## src/rtl/taillight_seq_ctrl.sv

```systemverilog
// Taillight sequencer: N lamps per side stepping at a prescaled rate, with
// brake-with-turn, hazard flash, request-conflict resolution and a mode status output.
module taillight_seq_ctrl #(
  parameter int N_LAMPS = 3,
  parameter int DIV     = 4
) (
  input  logic                   clk,
  input  logic                   rst_n,
  input  logic                   left,
  input  logic                   right,
  input  logic                   bk,
  input  logic                   haz,
  output logic [2*N_LAMPS-1:0]   led,
  output logic [2:0]             mode
);

  localparam int SW = $clog2(N_LAMPS + 1);
  localparam int PW = (DIV > 1) ? $clog2(DIV) : 1;
  localparam logic [SW-1:0] STEP_TURN_MAX = SW'(N_LAMPS);
  localparam logic [SW-1:0] STEP_HAZ_MAX  = SW'(1);
  localparam logic [PW-1:0] PRESC_MAX     = PW'(DIV - 1);

  typedef enum logic [2:0] {
    IDLE      = 3'd0,
    LEFT      = 3'd1,
    RIGHT     = 3'd2,
    HAZ       = 3'd3,
    BRAKE     = 3'd4,
    LEFT_BRK  = 3'd5,
    RIGHT_BRK = 3'd6
  } mode_t;

  mode_t                 mode_reg;
  mode_t                 mode_dec;
  logic [PW-1:0]         presc_reg, presc_next;
  logic [SW-1:0]         step_reg, step_next, step_max;
  logic [2*N_LAMPS-1:0]  led_reg, led_next;
  logic [N_LAMPS-1:0]    left_seq, right_seq;
  logic                  tick;

  always_comb begin
    mode_dec = IDLE;
    if (haz || (left && right)) mode_dec = HAZ;
    else if (left && bk)        mode_dec = LEFT_BRK;
    else if (right && bk)       mode_dec = RIGHT_BRK;
    else if (bk)                mode_dec = BRAKE;
    else if (left)              mode_dec = LEFT;
    else if (right)             mode_dec = RIGHT;
  end

  // A mode change restarts the sequence; otherwise the step advances on tick.
  // The >= comparisons keep an out-of-range counter from running past its terminal.
  always_comb begin
    presc_next = presc_reg;
    step_next  = step_reg;
    tick       = (presc_reg >= PRESC_MAX);
    step_max   = (mode_reg == HAZ) ? STEP_HAZ_MAX : STEP_TURN_MAX;
    if (mode_dec != mode_reg) begin
      presc_next = '0;
      step_next  = '0;
    end else if (tick) begin
      presc_next = '0;
      step_next  = (step_reg >= step_max) ? '0 : step_reg + SW'(1);
    end else begin
      presc_next = presc_reg + PW'(1);
    end
  end

  // Lamp gi counts outward from the centre on each side.
  generate
    for (genvar gi = 0; gi < N_LAMPS; gi++) begin : g_lamp
      assign left_seq[gi]             = (step_next > SW'(gi));
      assign right_seq[N_LAMPS-1-gi]  = (step_next > SW'(gi));
    end
  endgenerate

  always_comb begin
    led_next = '0;
    case (mode_dec)
      LEFT:      led_next = {left_seq, {N_LAMPS{1'b0}}};
      RIGHT:     led_next = {{N_LAMPS{1'b0}}, right_seq};
      LEFT_BRK:  led_next = {left_seq, {N_LAMPS{1'b1}}};
      RIGHT_BRK: led_next = {{N_LAMPS{1'b1}}, right_seq};
      BRAKE:     led_next = '1;
      HAZ:       led_next = step_next[0] ? '0 : '1;
      default:   led_next = '0;
    endcase
  end

  always_ff @(posedge clk) begin
    if (!rst_n) begin
      mode_reg  <= IDLE;
      presc_reg <= '0;
      step_reg  <= '0;
      led_reg   <= '0;
    end else begin
      mode_reg  <= mode_dec;
      presc_reg <= presc_next;
      step_reg  <= step_next;
      led_reg   <= led_next;
    end
  end

  assign led  = led_reg;
  assign mode = mode_reg;

endmodule
```

## config.mk

```make
export PLATFORM = sky130hd
export DESIGN_NAME = taillight_seq_ctrl
export DESIGN_NICKNAME = d
export VERILOG_FILES = /design/src/rtl/taillight_seq_ctrl.sv
export SDC_FILE = /design/constraint.sdc
export NUM_CORES = 1
export LEC_CHECK = 0
export CAP_MARGIN = 10
export CELL_PAD_IN_SITES_DETAIL_PLACEMENT = 1
export CELL_PAD_IN_SITES_GLOBAL_PLACEMENT = 1
export CORE_MARGIN = 3
export CORE_UTILIZATION = 40
export CTS_BUF_LIST = sky130_fd_sc_hd__clkbuf_8
export CTS_CLUSTER_DIAMETER = 200
export DETAILED_ROUTE_END_ITERATION = 10
export PLACE_DENSITY_LB_ADDON = 0.1
export RECOVER_POWER = 50
export SETUP_SLACK_MARGIN = 0.02
export SLEW_MARGIN = 30
export SYNTH_ARGS = -nofsm -noshare
export SYNTH_HDL_FRONTEND = slang
export SYNTH_SLANG_ARGS = --single-unit
```

## constraint.sdc

```tcl
create_clock -name clk -period 2.73 [get_ports clk]
set_input_delay 0.4095 -clock clk [delete_from_list [all_inputs] [get_ports clk]]
set_output_delay 0.4095 -clock clk [all_outputs]
set_load 0.005 [all_outputs]
```

==> summary.md <==
| Metric | Value |
|---|---|
| Die height | `47.3 um` |
| Synthesis-to-layout area growth | `30.1%` |
| Worst hold-check path type | `flip-flop to flip-flop` |
| H-tree Lvls | `1` |
| Final setup viols | `0` |
| Final GP Congestion | `0.729` |
| #FFs+latches synth | `13` |
| Clock Sink Count | `13` |
| Fill count | `182` |
| WS Path Type | `input port to flip-flop` |
| First-pass GRT wire length | `2620 um` |
| Initial Utilization | `43.7%` |
| Final Critical Period | `2.05 ns` |
| Total leakage power | `0.355 nW` |
| Commonest non-fill, non-tap cell in the layout | `dfxtp_1` |
| Hpwl dp | `1250 um` |
| Vias per Instance | `5.69` |
| Hold buffers post-CTS | `0` |
| Detailed-route via count | `603` |
| Smallest hold slack | `0.430 ns` |
| Post-CTS Resized | `0` |
| Post-DRT Antenna Nets | `0` |
| CTS Buffer Depth | `2` |
| Final Cycle Share | `75.1%` |
| Final Max Tran Viols | `0` |
| Die W | `47.3 um` |
| Worst-margin pin slew | `0.424 ns` |
| Post-route cell area | `886 um2` |
| Sequential cell area | `260 um2` |
| Total power | `0.432 mW` |
| Share of layout cells above drive strength 1 | `17.8%` |
| Core Area | `1560 um2` |
| Max Clock Skew | `0.00599 ns` |
| Slew headroom | `71.3%` |
| Yosys top cell area share | `38.2%` |
| Clk pin slew, worst setup/hold paths | `0.05 ns` |
| Post-synthesis average cell area | `9.45 um2` |
| RSZ-0062 raised after global routing | `false` |
| Remaining DRCs | `0` |
| Max reg flops | `6` |
| Most frequent cells in the layout | `13 x dfxtp_1, 9 x dlygate4sd3_1, 8 x nor2_1, 5 x clkdlybuf4s50_1` |
| CTS tree | `yes` |
| Die footprint | `2230 um2` |
| Initial antenna violation count | `0` |
| Drt wl/cell | `14.3 um` |
| Worst-path maximum fanout | `6` |
| Netlist cell types | `35` |
| Arrival time worst endpoint | `2.15 ns` |
| Top cells by area, synth | `dfxtp_1 38%, nor2_1 4.4%, ha_1 3.7%` |
| Yosys warns | `0` |
| Mapped cell area | `681 um2` |
| Area leader, netlist | `dfxtp_1` |
| Synth Instances | `72` |
| GRT Util Overall | `16.5%` |
| Inserted Diodes | `0` |
| Drt pass-1 iters | `2` |
| FMAX | `0.488 GHz` |
| I/O pins | `15` |
| Dpl ws | `0.461 ns` |
| PwrDens | `488 nW/um2` |
| Row count | `14` |
| Fin. Hold Viols | `0` |
| CP required | `2.83 ns` |
| Clock Latency Late Sink | `0.24 ns` |
| CTS Root Cell | `clkbuf_8` |
| Grt total ovfl | `0` |
| Status | `completed` |
| Number of max-cap violations | `0` |
| Register area share after synthesis | `38.2%` |
| Setup bufs post-CTS | `0` |
| Placed cell areas | `841 um2` |
| IO Port Bufs | `14` |
| DR iter-0 viols | `6` |
| Worst IR drop on VDD | `312 uV` |
| Critical Path Sink Type | `flip-flop` |
| Syn_nets | `80` |
| Largest net degree at the start of global routing | `10` |
| Total Wirelength | `1520 um` |
| Critical path launch point type | `input port` |
| Num CTS Buffers | `3` |
| Vias in the first global route | `578` |
| Multi-input gate area | `409 um2` |
| Setup ws final | `0.680 ns` |
| Setup TNS | `0 ns` |
| Final nets | `99` |
## power by group
group,leakage (nW),internal [mW],switching (mW)
registers,0.108,0.201,0.00537
logic,0.220,0.0350,0.0270
clock network,0.0269,0.0990,0.0650
total,0.355,0.335,0.0973
## cell families after synthesis
kind of cell	after synthesis	share of synthesized area (%)
AOI/OAI and AO/OA	20	23.5
xor gates and xnor gates	2	2.57
adders and majority gates	2	3.68
buffers and inverters	2	1.65
DFF	13	38.2
muxes	1	1.65
and+or+nand+nor	32	28.7
## stage by stage
| step | instances | util [%] |
|---|---|---|
| CTS | 106 | 56.8 |
| detailed placement | 102 | 53.9 |
| global placement | 102 | 53.9 |
| floorplan | 72 | - |
| global route | 106 | 56.8 |
| finish | 106 | 56.8 |
## routing by layer
metal / GRT usage (%) / share of wire [%] / up-vias
li1: - / - / 308
met4: 4.97 / 1.1 / 0
met2: 25.4 / 45 / 11
met1: 22.2 / 51 / 279
met3: 4.60 / 2.8 / 5
met5: 0 / 0 / -
## final cells by class
cell class                 instances  share of cell area [%]
multi-input combinational         57                    46.2
sequential                        13                    29.4
timing repair buffer              15                    16.7
clock buffer                       3                    4.66
tap                               16                    2.26
clock inverter                     1                   0.424
inverter                           1                   0.424
## path summary, 6_finish.rpt
kind / from / to / slack [ns] / depth (start not counted)
max reg2reg: mode[2]$_SDFF_PN0_ / led[5]$_SDFF_PN0_ / 0.72 / 7
min reg2reg: presc_reg[0]$_SDFF_PP0_ / presc_reg[0]$_SDFF_PP0_ / 0.43 / 1
min: presc_reg[0]$_SDFF_PP0_ / presc_reg[0]$_SDFF_PP0_ / 0.43 / 1
max: haz / led[5]$_SDFF_PN0_ / 0.68 / 5
## synth_stat cells
cell type  number
ha_1            2
a31oi_1         2
o21a_1          1
nor3b_1         1
a21boi_0        1
or2_2           2
a21oi_1         1
dfxtp_1        13
nor4_1          1
nor2b_1         3
mux2_2          1
a2bb2oi_1       1
nand2_1         4
nand3_1         2
and3_4          1
o31a_2          1
and3b_2         1
and2_1          2
o311ai_2        1
o311a_4         1
nor4b_1         1
inv_1           1
or3b_4          1
o31ai_1         3
o21ai_0         4
xor2_1          2
nor3_1          1
buf_4           1
and2b_2         1
o22ai_1         3
a21bo_2         1
and4b_1         1
nor4bb_1        1
and3_2          1
nor2_1          8
## critical path, stage by stage
cell and delay (ns):
dlygate4sd3_1 0.61, or3b_4 0.41, and3_4 0.21, o31ai_1 0.35, o22ai_1 0.15
No activity file was read; power rests on OpenSTA's default activity.
